`config.mk`:
```
export PLATFORM = sky130hd
export DESIGN_NAME = systolic_seq_flat
export DESIGN_NICKNAME = d
export VERILOG_FILES = /design/src/rtl/systolic_seq_pkg.sv /design/src/rtl/systolic_seq_if.sv /design/src/rtl/systolic_seq_counter.sv /design/src/rtl/systolic_seq.sv /design/src/flat_wrapper.sv
export SDC_FILE = /design/constraint.sdc
export NUM_CORES = 1
export LEC_CHECK = 0
export CAP_MARGIN = 40
export CELL_PAD_IN_SITES_DETAIL_PLACEMENT = 1
export CELL_PAD_IN_SITES_GLOBAL_PLACEMENT = 2
export CORE_MARGIN = 5
export CORE_UTILIZATION = 31
export DETAILED_ROUTE_END_ITERATION = 12
export PLACE_DENSITY_LB_ADDON = 0.1
export SLEW_MARGIN = 20
export SYNTH_ARGS = -nofsm -noshare
export SYNTH_HDL_FRONTEND = slang
export SYNTH_HIERARCHICAL = 1
export SYNTH_SLANG_ARGS = --single-unit
export TNS_END_PERCENT = 100
```
`constraint.sdc`:
```
create_clock -name clk -period 3.1 [get_ports clk]
set_clock_uncertainty 0.05 [all_clocks]
set_input_delay 0.775 -clock clk [delete_from_list [all_inputs] [get_ports clk]]
set_output_delay 0.775 -clock clk [all_outputs]
set_load 0.05 [all_outputs]
```
`src/rtl/systolic_seq_pkg.sv`:
```
// Shared types and constants for the systolic array sequencer.
// The enum encodes the job phases. flush_len gives the skew drain length of a DIM x DIM array.
package systolic_pkg;

  localparam int DIM_DEF = 4;
  localparam int KW_DEF  = 8;

  typedef enum logic [2:0] {
    IDLE    = 3'd0,
    PRELOAD = 3'd1,
    COMPUTE = 3'd2,
    READOUT = 3'd3,
    DONE    = 3'd4
  } seq_state_t;

  // Cycles for the last operand to travel from the array corner to PE(DIM-1, DIM-1).
  function automatic int flush_len(input int dim);
    return 2 * (dim - 1);
  endfunction

endpackage

```
`src/rtl/systolic_seq_if.sv`:
```
// Host/array-side control bundle of the sequencer.
// The master modport is the host side. The slave modport is the sequencer side.
interface systolic_seq_if
  import systolic_pkg::*;
#(
    parameter int DIM = DIM_DEF,
    parameter int KW  = KW_DEF
);

    localparam int RW = (DIM > 1) ? $clog2(DIM) : 1;

    logic          start;
    logic [KW-1:0] k_len;
    logic          preload_zero;
    logic          stall;
    logic          abort;
    logic          busy;
    logic          done;
    logic          mac_en;
    logic [DIM-1:0] mac_wren;
    logic          c_zero;
    logic          feed_valid;
    logic [KW-1:0] feed_k;
    logic          rd_valid;
    logic [RW-1:0] rd_row;

    modport master (
        output start, k_len, preload_zero, stall, abort,
        input  busy, done, mac_en, mac_wren, c_zero, feed_valid, feed_k, rd_valid, rd_row
    );

    modport slave (
        input  start, k_len, preload_zero, stall, abort,
        output busy, done, mac_en, mac_wren, c_zero, feed_valid, feed_k, rd_valid, rd_row
    );

endinterface

```
`src/rtl/systolic_seq_counter.sv`:
```
// Up-counter with synchronous clear, increment enable and a terminal-count compare.
// The terminal value is a run-time input, and the compare uses the full counter width.
module seq_counter #(
    parameter int W = 4
) (
    input  logic         clk,
    input  logic         rst_n,
    input  logic         clr_i,
    input  logic         inc_i,
    input  logic [W-1:0] last_i,
    output logic [W-1:0] count_o,
    output logic         tc_o
);

    logic [W-1:0] count_q;

    // NOTE: sequential state uses non-blocking assignments, so every flop samples the pre-edge values.
    always_ff @(posedge clk or negedge rst_n) begin
        if (!rst_n) begin
            count_q <= '0;
        end else if (clr_i) begin
            count_q <= '0;
        end else if (inc_i) begin
            count_q <= count_q + W'(1);
        end
    end

    assign count_o = count_q;
    assign tc_o    = (count_q == last_i);

endmodule

```
`src/rtl/systolic_seq.sv`:
```
// Job sequencer for a DIM x DIM MAC array. Per job it runs preload, compute (K steps plus the skew flush), and then row readout.
// All outputs are decoded from the registered state and counters, gated by stall.
module systolic_seq
  import systolic_pkg::*;
#(
    parameter int DIM = DIM_DEF,
    parameter int KW  = KW_DEF
) (
    input logic           clk,
    input logic           rst_n,
    systolic_seq_if.slave bus_if
);

    localparam int RW = (DIM > 1) ? $clog2(DIM) : 1;
    localparam int SW = KW + 1;
    localparam logic [SW-1:0] FLUSH    = SW'(flush_len(DIM));
    localparam logic [RW-1:0] ROW_LAST = RW'(DIM - 1);

    seq_state_t    state_q, state_d;
    logic [KW-1:0] k_len_q;
    logic          preload_zero_q;

    logic [RW-1:0] row;
    logic [SW-1:0] step;
    logic [SW-1:0] step_last;
    logic          row_tc, step_tc;
    logic          row_clr, row_inc, step_clr, step_inc;
    logic          feed_in_range;

    // The step counter is one bit wider than k_len, so T = k_len + flush never wraps.
    assign step_last = {1'b0, k_len_q} + FLUSH - SW'(1);

    // NOTE: every signal driven here gets a default first, so no path infers a latch.
    always_comb begin
        state_d  = state_q;
        row_clr  = 1'b0;
        row_inc  = 1'b0;
        step_clr = 1'b0;
        step_inc = 1'b0;
        case (state_q)
            IDLE: begin
                row_clr  = 1'b1;
                step_clr = 1'b1;
                if (bus_if.start && !bus_if.abort) state_d = PRELOAD;
            end
            PRELOAD: if (!bus_if.stall) begin
                if (row_tc) begin
                    row_clr = 1'b1;
                    state_d = COMPUTE;
                end else begin
                    row_inc = 1'b1;
                end
            end
            COMPUTE: if (!bus_if.stall) begin
                if (step_tc) begin
                    step_clr = 1'b1;
                    state_d  = READOUT;
                end else begin
                    step_inc = 1'b1;
                end
            end
            READOUT: if (!bus_if.stall) begin
                if (row_tc) begin
                    row_clr = 1'b1;
                    state_d = DONE;
                end else begin
                    row_inc = 1'b1;
                end
            end
            DONE:    state_d = IDLE;
            default: state_d = IDLE;
        endcase
        // A kill from any active phase overrides stall and counting alike.
        if (state_q != IDLE && bus_if.abort) begin
            state_d  = IDLE;
            row_clr  = 1'b1;
            step_clr = 1'b1;
            row_inc  = 1'b0;
            step_inc = 1'b0;
        end
    end

    always_ff @(posedge clk or negedge rst_n) begin
        if (!rst_n) begin
            state_q        <= IDLE;
            k_len_q        <= '0;
            preload_zero_q <= 1'b0;
        end else begin
            state_q <= state_d;
            if (state_q == IDLE && bus_if.start && !bus_if.abort) begin
                k_len_q        <= bus_if.k_len;
                preload_zero_q <= bus_if.preload_zero;
            end
        end
    end

    seq_counter #(.W(RW)) u_row_cnt (
        .clk     (clk),
        .rst_n   (rst_n),
        .clr_i   (row_clr),
        .inc_i   (row_inc),
        .last_i  (ROW_LAST),
        .count_o (row),
        .tc_o    (row_tc)
    );

    seq_counter #(.W(SW)) u_step_cnt (
        .clk     (clk),
        .rst_n   (rst_n),
        .clr_i   (step_clr),
        .inc_i   (step_inc),
        .last_i  (step_last),
        .count_o (step),
        .tc_o    (step_tc)
    );

    assign feed_in_range = (step < {1'b0, k_len_q});

    assign bus_if.busy       = (state_q == PRELOAD) || (state_q == COMPUTE) || (state_q == READOUT);
    assign bus_if.done       = (state_q == DONE);
    assign bus_if.mac_en     = (state_q == COMPUTE) && !bus_if.stall;
    assign bus_if.mac_wren   = (state_q == PRELOAD && !bus_if.stall) ? (DIM'(1) << row) : '0;
    assign bus_if.c_zero     = (state_q == PRELOAD) && preload_zero_q;
    assign bus_if.feed_valid = (state_q == COMPUTE) && !bus_if.stall && feed_in_range;
    // The read index holds through a stall; only the valid qualifier drops.
    assign bus_if.feed_k     = (state_q == COMPUTE && feed_in_range) ? step[KW-1:0] : '0;
    assign bus_if.rd_valid   = (state_q == READOUT) && !bus_if.stall;
    assign bus_if.rd_row     = (state_q == READOUT) ? row : '0;

endmodule
```
`src/flat_wrapper.sv`:
```
// flat-port wrapper written by rule: the top's interface ports become plain ports
module systolic_seq_flat import systolic_pkg::*;
#(
    parameter int DIM = DIM_DEF,
    parameter int KW  = KW_DEF
)
  (clk, rst_n, bus_if_start, bus_if_k_len, bus_if_preload_zero, bus_if_stall, bus_if_abort, bus_if_busy, bus_if_done, bus_if_mac_en, bus_if_mac_wren, bus_if_c_zero, bus_if_feed_valid, bus_if_feed_k, bus_if_rd_valid, bus_if_rd_row);
  systolic_seq_if #(.DIM(DIM), .KW(KW)) bus_if_i ();
  input logic clk;
  input logic rst_n;
  input wire logic [$bits(bus_if_i.start)-1:0] bus_if_start;
  input wire logic [$bits(bus_if_i.k_len)-1:0] bus_if_k_len;
  input wire logic [$bits(bus_if_i.preload_zero)-1:0] bus_if_preload_zero;
  input wire logic [$bits(bus_if_i.stall)-1:0] bus_if_stall;
  input wire logic [$bits(bus_if_i.abort)-1:0] bus_if_abort;
  output wire logic [$bits(bus_if_i.busy)-1:0] bus_if_busy;
  output wire logic [$bits(bus_if_i.done)-1:0] bus_if_done;
  output wire logic [$bits(bus_if_i.mac_en)-1:0] bus_if_mac_en;
  output wire logic [$bits(bus_if_i.mac_wren)-1:0] bus_if_mac_wren;
  output wire logic [$bits(bus_if_i.c_zero)-1:0] bus_if_c_zero;
  output wire logic [$bits(bus_if_i.feed_valid)-1:0] bus_if_feed_valid;
  output wire logic [$bits(bus_if_i.feed_k)-1:0] bus_if_feed_k;
  output wire logic [$bits(bus_if_i.rd_valid)-1:0] bus_if_rd_valid;
  output wire logic [$bits(bus_if_i.rd_row)-1:0] bus_if_rd_row;
  assign bus_if_i.start = bus_if_start;
  assign bus_if_i.k_len = bus_if_k_len;
  assign bus_if_i.preload_zero = bus_if_preload_zero;
  assign bus_if_i.stall = bus_if_stall;
  assign bus_if_i.abort = bus_if_abort;
  assign bus_if_busy = bus_if_i.busy;
  assign bus_if_done = bus_if_i.done;
  assign bus_if_mac_en = bus_if_i.mac_en;
  assign bus_if_mac_wren = bus_if_i.mac_wren;
  assign bus_if_c_zero = bus_if_i.c_zero;
  assign bus_if_feed_valid = bus_if_i.feed_valid;
  assign bus_if_feed_k = bus_if_i.feed_k;
  assign bus_if_rd_valid = bus_if_i.rd_valid;
  assign bus_if_rd_row = bus_if_i.rd_row;
  systolic_seq #(.DIM(DIM), .KW(KW)) u_core (.clk(clk), .rst_n(rst_n), .bus_if(bus_if_i));
endmodule
```
; ---- Word level (Yosys, flattened, before mapping)
; Index checks and enable logic that the tools add are counted.
[totals]
register_bits = 23
inputBits = 14
word_cells = 76
[op_classes]
n_addsub = 4
n_lt_le_gt_ge = 1
n_eq_ne = 13
shifts = 1
muxes = 32
reduce_logical = 20
[ops]
columns = operator, n
row1 = two-way mux 3 bit, 8
row2 = two-way mux 9 bit, 2
row3 = two-way mux 1 bit, 14
row4 = "!= test 3 x 1 -> 1 bit, second input constant", 4
row5 = case mux 3 bit (4 select lines), 1
row6 = logical AND 1 bit, 10
row7 = "adder 8 x 3 -> 9 bit, second input constant", 1
row8 = "adder 9 x 1 -> 9 bit, second input constant", 1
row9 = equality test 9 bit, 1
row10 = less-than comparator 9 x 8 -> 1 bit, 1
row11 = "!= test 3 x 2 -> 1 bit, second input constant", 3
row12 = "subtractor 9 x 1 -> 9 bit, second input constant", 1
row13 = two-way mux 8 bit, 1
row14 = AND reduction 7 bit, 1
row15 = "equality test 3 x 2 -> 1 bit, second input constant", 2
row16 = two-way mux 2 bit, 3
row17 = two-way mux 4 bit, 1
row18 = case mux 1 bit (2 select lines), 2
row19 = nonzero test 2 bit, 2
row20 = "<< shifter 1 x 2 -> 4 bit, first input constant", 1
row21 = "equality test 3 x 1 -> 1 bit, second input constant", 1
row22 = "equality test 3 bit, second input constant", 1
row23 = zero test 3 bit, 1
row24 = nonzero test 3 bit, 1
row25 = 5 further kinds, 7

; ---- Longest topological paths before layout
[logic_depth]
word_depth = 9
depth_mapped = 13
ltp_nobuf = 12

; ---- Modules after synthesis
; The synthesis kept the hierarchy.
[by_module_without_submodules]
columns = module, instances, cells_each, area_each_um2, seq_area_each_um2
row1 = systolic_seq, 1, 137, 1076.0, 300.3
row2 = seq_counter (u_core.u_step_cnt), 1, 55, 543.0, 225.2
row3 = seq_counter (u_core.u_row_cnt), 1, 10, 110.1, 50.0

; ---- Least setup slack after synthesis
; No wires, ideal clock.
[synth_path]
path_type = input -> output
start = input port bus_if_stall
end = output port bus_if_mac_wren[0]
t_arrival_ns = 2.411
t_required_ns = 2.275
slack_ns = -0.136
path_stages = 3
n_path_buf = 1
cell_sequence = buf_1 nor3_1 nor3b_1
[synth_via]
elab_chain_len = 3
[synth_rtl]
columns = item, line_no
row1 = start: declaration, flat_wrapper.sv:14  ; input wire logic [$bits(bus_if_i.stall)-1:0] bus_if_stall;
row2 = zero test 1 bit, n/a
row3 = logical AND 1 bit, systolic_seq.sv:122  ; assign bus_if.mac_wren = (state_q == PRELOAD && !bus_if.stall) ? (DIM'(1) << row) : '0;
row4 = two-way mux 4 bit, systolic_seq.sv:122
row5 = end: declaration, flat_wrapper.sv:19  ; output wire logic [$bits(bus_if_i.mac_wren)-1:0] bus_if_mac_wren;
; Every way passes these cells.

; ---- Worst setup path in the final report
[layout_path]
start = register u_core.k_len_q[7]
end = output port bus_if_feed_valid
[layout_via]
elab_chain_len = 2
[layout_rtl]
columns = item, line_no
row1 = start: declaration, systolic_seq.sv:20  ; logic [KW-1:0] k_len_q;
row2 = start signal: assignment, systolic_seq.sv:91  ; k_len_q <= bus_if.k_len;
row3 = less-than comparator 9 x 8 -> 1 bit, systolic_seq.sv:117  ; assign feed_in_range = (step < {1'b0, k_len_q});
row4 = logical AND 1 bit, systolic_seq.sv:124  ; assign bus_if.feed_valid = (state_q == COMPUTE) && !bus_if.stall && feed_in_range;
row5 = end: declaration, flat_wrapper.sv:21  ; output wire logic [$bits(bus_if_i.feed_valid)-1:0] bus_if_feed_valid;
; Every way passes these cells.

==> impl_results.md <==
- Vias: between 1500 and 2000
- Core area: 5470 sq um
- Initial Util: 0.316
- DRC viols: 0
- Yosys warnings: 6
- RR Endpoint: u_core/u_step_cnt/count_o[8]
- Slew HR: 0.576
- Worst endpoint required time: 2.27 ns
- CTS Buffer Depth: 2
- Worst-Skew Late Latency: 0.27 ns
- Setup violators final: 0
- Critical path class: reg2out
- Post-synth EDFFs: 0
- Most common cell after layout, fill and taps aside: buf_4
- Max cap viols: 0
- Commonest cells after routing, fill and taps aside: buf_4, dfrtp_1, clkdlybuf4s50_1
- Syn Inst Count: a little over 200
- HPWL after DPL: 4370 um
- Area delta synth->final: 50.9%
- Num Clock Sinks: 23
- Worst setup EP type: output port
- DR WL met3: roughly 140 um
- DRT Pass-1 Iters: 4
- R2R setup slack: roughly 0.19 ns
- Met2 WL: 2890 um
- HP Class: reg2reg
- Routed Antenna Nets: 0
- Drt wl/cell: 17.2 um
- Final WL: 5630 um
- Highest routed layer: met4
- Multi-input gate area: between 1000 and 1500 sq um
- Max-slew violations: 0
- # fillers: 638
- Delay-heaviest family, CP: compound AO/OA/AOI/OAI gates
- Crit path from: u_core/k_len_q[7]
- Gpl congestion: 0.775
- Post-synth ARST share: 1.00
- RSZ-0062 raised after global routing: true
- Synthesis-stage register bit count: 23
- Synth Flop Type: dfrtp_1
- Nets: 280
- Avg Synthesized Cell Area: around 8.6 sq um
- Hold_sp: u_core/preload_zero_q
- Crit-path max cell delay: 0.41 ns
- Layout cells sized above 1: 0.313
- Worst slew pin tran: ~0.63 ns
- Placed Cells: 318
- Antenna diodes: 0
- WHS: 0.482 ns
- Initial drt markers: just over 60
- Sequential share of the synthesized area: 0.333
- Worst r2r src: u_core/k_len_q[0]
- Largest net degree at the start of global routing: 24
- Via density: between 5 and 6
- R2R cell count: 12
- Initial antenna violation count: 0
- Worst path bufs/invs: 3
- Yosys cell types: 45
- PwrDens: about 600 nW/um^2
- Hold endpoint: u_core/preload_zero_q
- Total CTS buffers: 3
- Global-route wire length before repair: 9290 um
- Max Clock Freq: about 330 MHz
- Final hold viol count: 0
- Worst EP arrival: 2.23 ns
- CP startpoint kind: register
- H-Tree Depth: 1
- Hold-fix buffers, CTS: 0
- LEAKAGE: around 1.0 nW
- Port Buffers: 33
- Worst-path fanout max: 8
- Reg area: 578 sq um
- CTS tree: built
- I/O pins: 34
- Vias in the first global route: 1870
- Final Critical Period: 3.06 ns
- Die area: 7170 sq um
- Die Width: 84.7 um
- Root buf cell: clkbuf_8
- Crit-path cells: inv_2 -> ha_4 -> and4b_2 -> a2111oi_4 -> buf_6 -> nand3b_1 -> a21oi_2 -> buf_12
- Crit share post-route: 0.986
- All-Layer GR Usage: 0.158
- Crit-path slowest cell: dfrtp_1
- Worst hold stages: 1
- Outcome: complete, no violations
- VDD IR max: 229 uV
- Clk slew on worst S/H paths: 0.08 ns
- Grt total ovfl: 0
- Mapped cell area: 1730 sq um
- Final std cells w/o fill: between 300 and 400
- Die Ht: about 85 um
- Site Rows: 27
- Metal-1 WL: about 2600 um
==> flip-flops by register name, indices dropped and copies added (netlist names) <==
signal	flops
u_core/u_row_cnt/count_o	2
u_core/k_len_q	8
u_core/u_step_cnt/count_o	9
u_core/state_q	3
u_core/preload_zero_q	1
==> worst max path at each step <==
stage,end,slack (ns),cells after the start
detailed placement,u_core/u_step_cnt/count_o[7],0.05,12
global route,bus_if_feed_valid,-0.07,8
global placement,u_core/u_step_cnt/count_o[7],0.19,12
finish,bus_if_feed_valid,0.04,8
CTS,u_core/u_step_cnt/count_o[7],0.007,12
floorplan,bus_if_feed_k[2],0.07,5
==> kinds of logic after synthesis <==
family / share of synthesized area
other: 0.00217
multiplexers: 0.0246
AND/OR/NAND/NOR: 0.242
AO/OA/AOI/OAI: 0.170
flip-flops: 0.333
buffers and inverters: 0.0463
XOR/XNOR: 0.116
adder cells (fa/ha/maj): 0.0651
==> routing by layer <==
| metal | vias up | global-route usage |
|---|---|---|
| met4 | 0 | 0.0144 |
| li1 | 816 | - |
| met1 | 830 | 0.206 |
| met3 | 2 | 0.0294 |
| met2 | 19 | 0.282 |
| met5 | - | 0 |
==> where the power goes <==
group	total [mW]	internal (mW)	switching (mW)
Sequential	0.453	0.369	0.0839
Combinational	0.892	0.389	0.503
Clock	0.193	0.0919	0.101
Total	1.54	0.850	0.689
==> stage by stage <==
step	setup TNS (ns)	power, mW	cell area [sq um]	setup WS [ns]	utilization
final	0	1.54	2610	0.0427	0.477
after global routing	-0.383	1.64	2610	-0.0651	0.477
after CTS	0	1.46	2490	0.00672	0.456
after detailed placement	0	1.23	2430	0.0494	0.444
after global placement	0	1.18	2420	0.194	0.443
after floorplan	0	0.970	1770	0.0744	-
==> area by class of cell <==
class / count / area share
well taps: 72 / 0.0345
clock buffers: 4 / 0.0173
multi-input cells: 160 / 0.458
repair buffers: 58 / 0.253
inverters: 11 / 0.0158
flip-flops and latches: 23 / 0.222
==> synthesized netlist by cell type, types with 2 or more instances <==
cell	number	share of area
nand2_1	16	0.035
nand3_1	9	0.026
and2_1	2	0.0072
a21oi_1	16	0.046
inv_1	10	0.022
nand2b_1	3	0.011
or3_1	2	0.0072
or2_2	2	0.0072
clkbuf_1	6	0.013
mux2i_1	2	0.012
mux2_2	2	0.013
ha_1	9	0.065
o21ai_1	2	0.0058
a21o_1	2	0.0087
or4_1	2	0.0087
o21ai_0	12	0.035
nor2_1	15	0.033
xnor2_1	16	0.081
a211oi_1	2	0.0087
nor3b_1	4	0.017
nand3b_1	3	0.013
xor2_1	7	0.035
and3_1	3	0.011
nor3_1	5	0.014
dfrtp_1	23	0.33
o31ai_1	2	0.0087
nor4_1	3	0.011
nand4_1	5	0.018
==> repair_timing <==
item | CTS | global route
setup endpoints to repair | 8 | 12
gates resized for setup | 4 | 17
pin swaps | 1 | 5
gates cloned | 0 | 0
buffers inserted | 2 | 4
==> worst reg2reg max path, delay by kind of cell, from the launching register on <==
family / cells / cell delay (ns)
buffers and inverters: 1 / 0.07
AO/OA/AOI/OAI: 5 / 0.92
XOR/XNOR: 2 / 0.32
AND/OR/NAND/NOR: 3 / 0.81
adder cells (fa/ha/maj): 1 / 0.23
flip-flops: 1 / 0.45
No activity file was read; power rests on OpenSTA's default activity.
